### src/rtl/err_pkg.sv
// Shared definitions for the error status unit and the frame parser:
// type-code constants, default sizing, and a one-hot decode helper.
package err_pkg;

  // Error type codes produced by the UART frame parser
  localparam int ERR_CMD  = 0;
  localparam int ERR_ADD  = 1;
  localparam int ERR_DATA = 2;

  // Default sizing
  localparam int NUM_ERR_DEF = 3;
  localparam int TYPE_W_DEF  = 2;
  localparam int CNT_W_DEF   = 8;

  // Decode helper works on a fixed-width code so it can be shared by
  // blocks with different TYPE_W; callers zero-extend and slice.
  localparam int CODE_W = 5;
  localparam int DEC_W  = 32;

  function automatic logic [DEC_W-1:0] err_onehot(input logic [CODE_W-1:0] code);
    logic [DEC_W-1:0] vec;
    vec       = '0;
    vec[code] = 1'b1;
    return vec;
  endfunction

endpackage

### src/rtl/err_sat_counter.sv
// Saturating event counter. Clear has priority over the current value,
// then the increment is applied, so clear+inc in one cycle yields 1.
module err_sat_counter #(
  parameter int CNT_W = 8
) (
  input  logic             clk_i,
  input  logic             rst_ni,
  input  logic             inc_i,
  input  logic             clr_i,
  output logic [CNT_W-1:0] cnt_o
);

  logic [CNT_W-1:0] cnt_q;
  logic [CNT_W-1:0] cnt_d;

  // Next count: clear first, then increment unless already saturated
  always_comb begin
    cnt_d = cnt_q;
    if (clr_i) begin
      cnt_d = '0;
    end
    if (inc_i && (cnt_d != {CNT_W{1'b1}})) begin
      cnt_d = cnt_d + 1'b1;
    end
  end

  // Count register with synchronous active-low reset
  always_ff @(posedge clk_i) begin
    if (!rst_ni) begin
      cnt_q <= '0;
    end else begin
      cnt_q <= cnt_d;
    end
  end

  assign cnt_o = cnt_q;

endmodule

### src/rtl/err_status_unit.sv
// Error status unit: decodes the parser's encoded error strobe into
// registered per-type pulses, sticky status, overflow flag, first-error
// capture, per-type saturating counters and a maskable interrupt.
// Clearing is write-1-to-clear via Clr_En/Clr_Mask; an event on the same
// type in the same cycle wins over the clear.
// Build option: define ERR_COUNTERS_EN to build the per-type counters;
// otherwise Err_Cnt is tied to zero with the same port list.
// Interface: no handshake; Err_En is a single-cycle strobe and every
// accepted event is absorbed in the cycle it is presented.
module err_status_unit #(
  parameter int NUM_ERR = err_pkg::NUM_ERR_DEF,
  parameter int TYPE_W  = err_pkg::TYPE_W_DEF,
  parameter int CNT_W   = err_pkg::CNT_W_DEF
) (
  input  logic                     CLK,
  input  logic                     RST,
  input  logic [TYPE_W-1:0]        Err_type,
  input  logic                     Err_En,
  input  logic                     Clr_En,
  input  logic [NUM_ERR-1:0]       Clr_Mask,
  input  logic [NUM_ERR-1:0]       Irq_Mask,
  output logic [NUM_ERR-1:0]       Err_Pulse,
  output logic [NUM_ERR-1:0]       Err_Sticky,
  output logic                     Err_Ovf,
  output logic [TYPE_W-1:0]        First_Err,
  output logic                     First_Vld,
  output logic [NUM_ERR*CNT_W-1:0] Err_Cnt,
  output logic                     Irq
);

  import err_pkg::*;

  // NUM_ERR always fits in TYPE_W+1 bits because 2**TYPE_W >= NUM_ERR
  localparam logic [TYPE_W:0] NUM_ERR_CODE = (TYPE_W+1)'(NUM_ERR);

  logic [NUM_ERR-1:0] pulse_q,  pulse_d;
  logic [NUM_ERR-1:0] sticky_q, sticky_d;
  logic               ovf_q,    ovf_d;
  logic [TYPE_W-1:0]  first_q,  first_d;
  logic               vld_q,    vld_d;

  logic               accept;
  logic [DEC_W-1:0]   ev_dec;
  logic [DEC_W-1:0]   first_dec;
  logic [NUM_ERR-1:0] ev_vec;
  logic [NUM_ERR-1:0] clr_vec;
  logic               clr_all;
  logic               first_clr;
  logic               unused_dec;

  // Codes at or above NUM_ERR are dropped like the old decoder's default arm
  assign accept    = Err_En && ({1'b0, Err_type} < NUM_ERR_CODE);
  assign ev_dec    = err_onehot(CODE_W'(Err_type));
  assign first_dec = err_onehot(CODE_W'(first_q));
  assign ev_vec    = accept ? ev_dec[NUM_ERR-1:0] : '0;
  assign clr_vec   = Clr_En ? Clr_Mask : '0;
  assign clr_all   = Clr_En && (&Clr_Mask);
  assign first_clr = vld_q && (|(clr_vec & first_dec[NUM_ERR-1:0]));
  assign unused_dec = ^{ev_dec[DEC_W-1:NUM_ERR], first_dec[DEC_W-1:NUM_ERR]};

  // Next-state for status: clear is applied first, then the event
  always_comb begin
    pulse_d  = ev_vec;
    sticky_d = (sticky_q & ~clr_vec) | ev_vec;
    ovf_d    = ovf_q;
    first_d  = first_q;
    vld_d    = vld_q;
    if (clr_all) begin
      ovf_d = 1'b0;
    end
    // Overflow only against sticky bits that survive this cycle's clear
    if (|(ev_vec & sticky_q & ~clr_vec)) begin
      ovf_d = 1'b1;
    end
    if (first_clr) begin
      vld_d   = 1'b0;
      first_d = '0;
    end
    if (accept && !vld_d) begin
      vld_d   = 1'b1;
      first_d = Err_type;
    end
  end

  // Status registers with synchronous active-low reset
  always_ff @(posedge CLK) begin
    if (!RST) begin
      pulse_q  <= '0;
      sticky_q <= '0;
      ovf_q    <= 1'b0;
      first_q  <= '0;
      vld_q    <= 1'b0;
    end else begin
      pulse_q  <= pulse_d;
      sticky_q <= sticky_d;
      ovf_q    <= ovf_d;
      first_q  <= first_d;
      vld_q    <= vld_d;
    end
  end

`ifdef ERR_COUNTERS_EN
  for (genvar i = 0; i < NUM_ERR; i++) begin : g_cnt
    err_sat_counter #(.CNT_W(CNT_W)) u_cnt (
      .clk_i  (CLK),
      .rst_ni (RST),
      .inc_i  (ev_vec[i]),
      .clr_i  (clr_vec[i]),
      .cnt_o  (Err_Cnt[i*CNT_W +: CNT_W])
    );
  end
`else
  assign Err_Cnt = '0;
`endif

  assign Err_Pulse  = pulse_q;
  assign Err_Sticky = sticky_q;
  assign Err_Ovf    = ovf_q;
  assign First_Err  = first_q;
  assign First_Vld  = vld_q;
  assign Irq        = |(sticky_q & Irq_Mask);

endmodule

### config.mk
export PLATFORM = sky130hd
export DESIGN_NAME = err_status_unit
export DESIGN_NICKNAME = d
export VERILOG_FILES = /design/src/rtl/err_pkg.sv /design/src/rtl/err_sat_counter.sv /design/src/rtl/err_status_unit.sv
export SDC_FILE = /design/constraint.sdc
export NUM_CORES = 1
export LEC_CHECK = 0
export ABC_AREA = 1
export CORE_UTILIZATION = 30
export DETAILED_ROUTE_END_ITERATION = 7
export GPL_TIMING_DRIVEN = 0
export MAX_ROUTING_LAYER = met4
export PLACE_DENSITY = 0.72
export SYNTH_ARGS = -nofsm -noshare
export SYNTH_HDL_FRONTEND = slang
export SYNTH_SLANG_ARGS = --single-unit
### constraint.sdc
create_clock -name CLK -period 1.03 [get_ports CLK]
set_input_delay 0.1545 -clock CLK [delete_from_list [all_inputs] [get_ports CLK]]
set_output_delay 0.1545 -clock CLK [all_outputs]
set_load 0.1 [all_outputs]
==> metrics.cfg, run 1 <==
[global_route]
grt_overflow=0
grt_pass1_wl_um=2125
grtUsageTotal_pct=11.91
antenna_found_initial=0
grt_max_degree=7
first_global_vias=539

[detailed_routing]
dr.pass1.iters=4
drc=0
wl_per_cell_um=7.953
drt_iter0_drc=5
dr_total_vias=616
vias_per_cell=3.645
drt_wl_total_um=1344
ant_nets=0

[cts]
hold_buffers=0
cts_buffer_depth=2
cts_max_level=1
cts_buffers=3
cts-root-buf=clkbuf_4
clk_pin_slew_ns=0.07
clk_latency_ns=0.26
cts.sinks=10
cts_tree=yes

[die]
die_h_um=48.39
initial_core_util_pct=32.25
io_pins=47
rows=16
fp.dieArea_sq_um=2342
core_area_sq_um=2002
die-width_um=48.39

[timing]
skew_ns=0.0005141
max_freq_mhz=912.1
setup_viol=1
fin_ws_ns=-0.06636
rsz0062_at_grt=true
maxSlewViolCount=0
min_period_ns=1.096
finalHoldViolations=0
final.period_utilization_pct=106.4

[place]
dp_hpwl_um=1044
dpl.cell_count=164
port_buffers=22
place.gp.congestion=0.7650

[power]
vdd_drop_max_v=0.0007726
p_per_area_nw_per_um2=1286
power_uw=1477
p_leak_uw=0.0006451

[worst_setup_path]
path_cells=clkdlybuf4s50_1 > nand2_2 > nand3_4 > buf_12
r2r_start=First_Err[0]
rrSetupSlack_ns=0.02
crit_required_ns=0.88
crit_path_top_delay_cell=clkdlybuf4s50_1
endpoint_kind=output pin
critPathMaxFanout=1
crit_path_start_kind=primary input
cp_top_family=buffers and inverters
r2r-end=First_Err[0]
path_buf_inv=2
path_class=in2out
reg2reg_depth=8
cp_data_arrival_time_ns=0.94
cp_slowest_stage_delay_ns=0.47

[finish]
n_antenna_cell=0
synthToLayoutAreaGrowth_pct=77.91
drive_gt1_share_pct=48.59
fillers=183
final_cell_mix=buf_4 (24), conb_1 (24), nand2_1 (17)
stdcell_count=169
final_nets=155

[synth]
ys_ff_latch=10
synth_cell_type_count=17
yosys.area.top_type=dfxtp_1
avgSynthCellArea_sq_um=7.018
syn_inst=92
synthTopCellsByArea=dfxtp_1 (31%), buf_4 (28%), nand2_1 (15%)
synth_top_area_share_pct=31.01
seq_area_frac_synth_pct=31.01
yosys_warnings=0
syn-cell-area_sq_um=645.6

[run_status]
outcome=complete, but fails checks
failed_checks=setup timing

[worst_hold_path]
holdPathEnd=Err_Pulse[0]
hp-start=Err_type[1]
hold_class=in2reg
holdPathStages=2

[job]
maxCapViolCount=0

==> Yosys cell counts <==
library cell and number:
nor2_2 1, o21ai_0 1, inv_2 2, nor3_4 1, conb_1 1, inv_1 7, o21ai_1 1, dfxtp_1 10
o21a_1 3, nor2_1 6, nor3_1 1, a21oi_1 1, buf_4 24, nand3_1 3, nand2_2 2, nand2_1 25
and2_1 3
==> final cells by class <==
cell class	instances	area [sq um]	area share (%)
Multi-Input combinational cell	72	372.9	32.46
Timing Repair Buffer	23	271.5	23.64
Sequential cell	10	230.2	20.04
Buffer	24	180.2	15.69
Inverter	9	33.78	2.941
Tap cell	27	33.78	2.941
Clock buffer	3	22.52	1.961
Clock inverter	1	3.754	0.3268
==> report_power, final <==
group          total [uW]  switching, uW  internal, uW
logic                 786            608           179
registers             410           15.8           394
clock network         280            140           140
total                1480            764           713
==> worst reg2reg max path: stages (launching register included) <==
cell     delay (ns)
dfxtp_4        0.36
inv_2          0.06
nand2_2        0.05
nor2_2         0.12
nor2_2         0.05
nand2_2        0.09
nand2_2        0.06
nand2_1        0.07
nand2_2        0.05
==> kinds of logic (layout without fill, tap and decap cells) <==
group | after synthesis | in the layout | share of synthesized area [%]
buf+inv | 33 | 60 | 33.14
flops | 10 | 10 | 31.01
other cells | 1 | 24 | 0.5808
compound gates | 6 | 6 | 5.811
simple gates | 42 | 42 | 29.46
==> per-layer routing <==
metal	vias to the layer above	global-route usage, %	share of wire, %
li1	333	-	-
met1	249	13.05	40
met2	32	19.48	50
met3	2	4.717	9.2
met4	0	4.412	1.2
met5	-	-	0
==> what timing repair did <==
item / 4_1_cts / 5_1_grt
buffers inserted: 0 / 1
pin swaps: 1 / 6
cloned: 0 / 0
gates resized for setup: 79 / 20
setup endpoints to repair: 13 / 12
==> metrics by stage <==
step	hold slack, ns	util, %	setup WS (ns)	instance area (sq um)	setup TNS (ns)
2_1_floorplan	0.2263	-	-0.05453	779.5	-0.1489
3_3_place_gp	0.5399	51.63	-1.011	1033	-8.178
3_5_place_dp	0.5523	51.63	-1.009	1033	-8.307
4_1_cts	0.5063	53.69	-0.07481	1075	-0.07481
5_1_grt	0.1711	57.38	-0.1033	1149	-0.2308
6_report	0.1487	57.38	-0.06636	1149	-0.06636
==> registers in the layout, summed over array words and instances (netlist names) <==
name and count:
Err_Ovf 1, Err_Sticky 3, Err_Pulse 3, First_Vld 1, First_Err 2
==> how the worst max path moves through the flow <==
stage / slack [ns] / depth (start not counted) / endpoint / start
after floorplan: -0.05 / 7 / First_Err[0] / First_Err[1]
after global placement: -1.01 / 4 / Irq / Irq_Mask[2]
after detailed placement: -1.01 / 4 / Irq / Irq_Mask[2]
after CTS: -0.07 / 4 / Irq / Irq_Mask[2]
after global routing: -0.10 / 3 / Irq / Err_Sticky[2]
final: -0.07 / 4 / Irq / Irq_Mask[1]
(Power assumes the default switching activity.)
==> run 2, diff against run 1 <==
CTS_CLUSTER_SIZE = 8   (was unset)
==> results of run 2 <==
Final layout, timing and power as in run 1 (identical DEF).
==> run 3, diff against run 2 <==
ABC_CLOCK_PERIOD_IN_PS = 1030   (was unset)
==> results of run 3 <==
Final layout, timing and power as in run 1 (identical DEF).
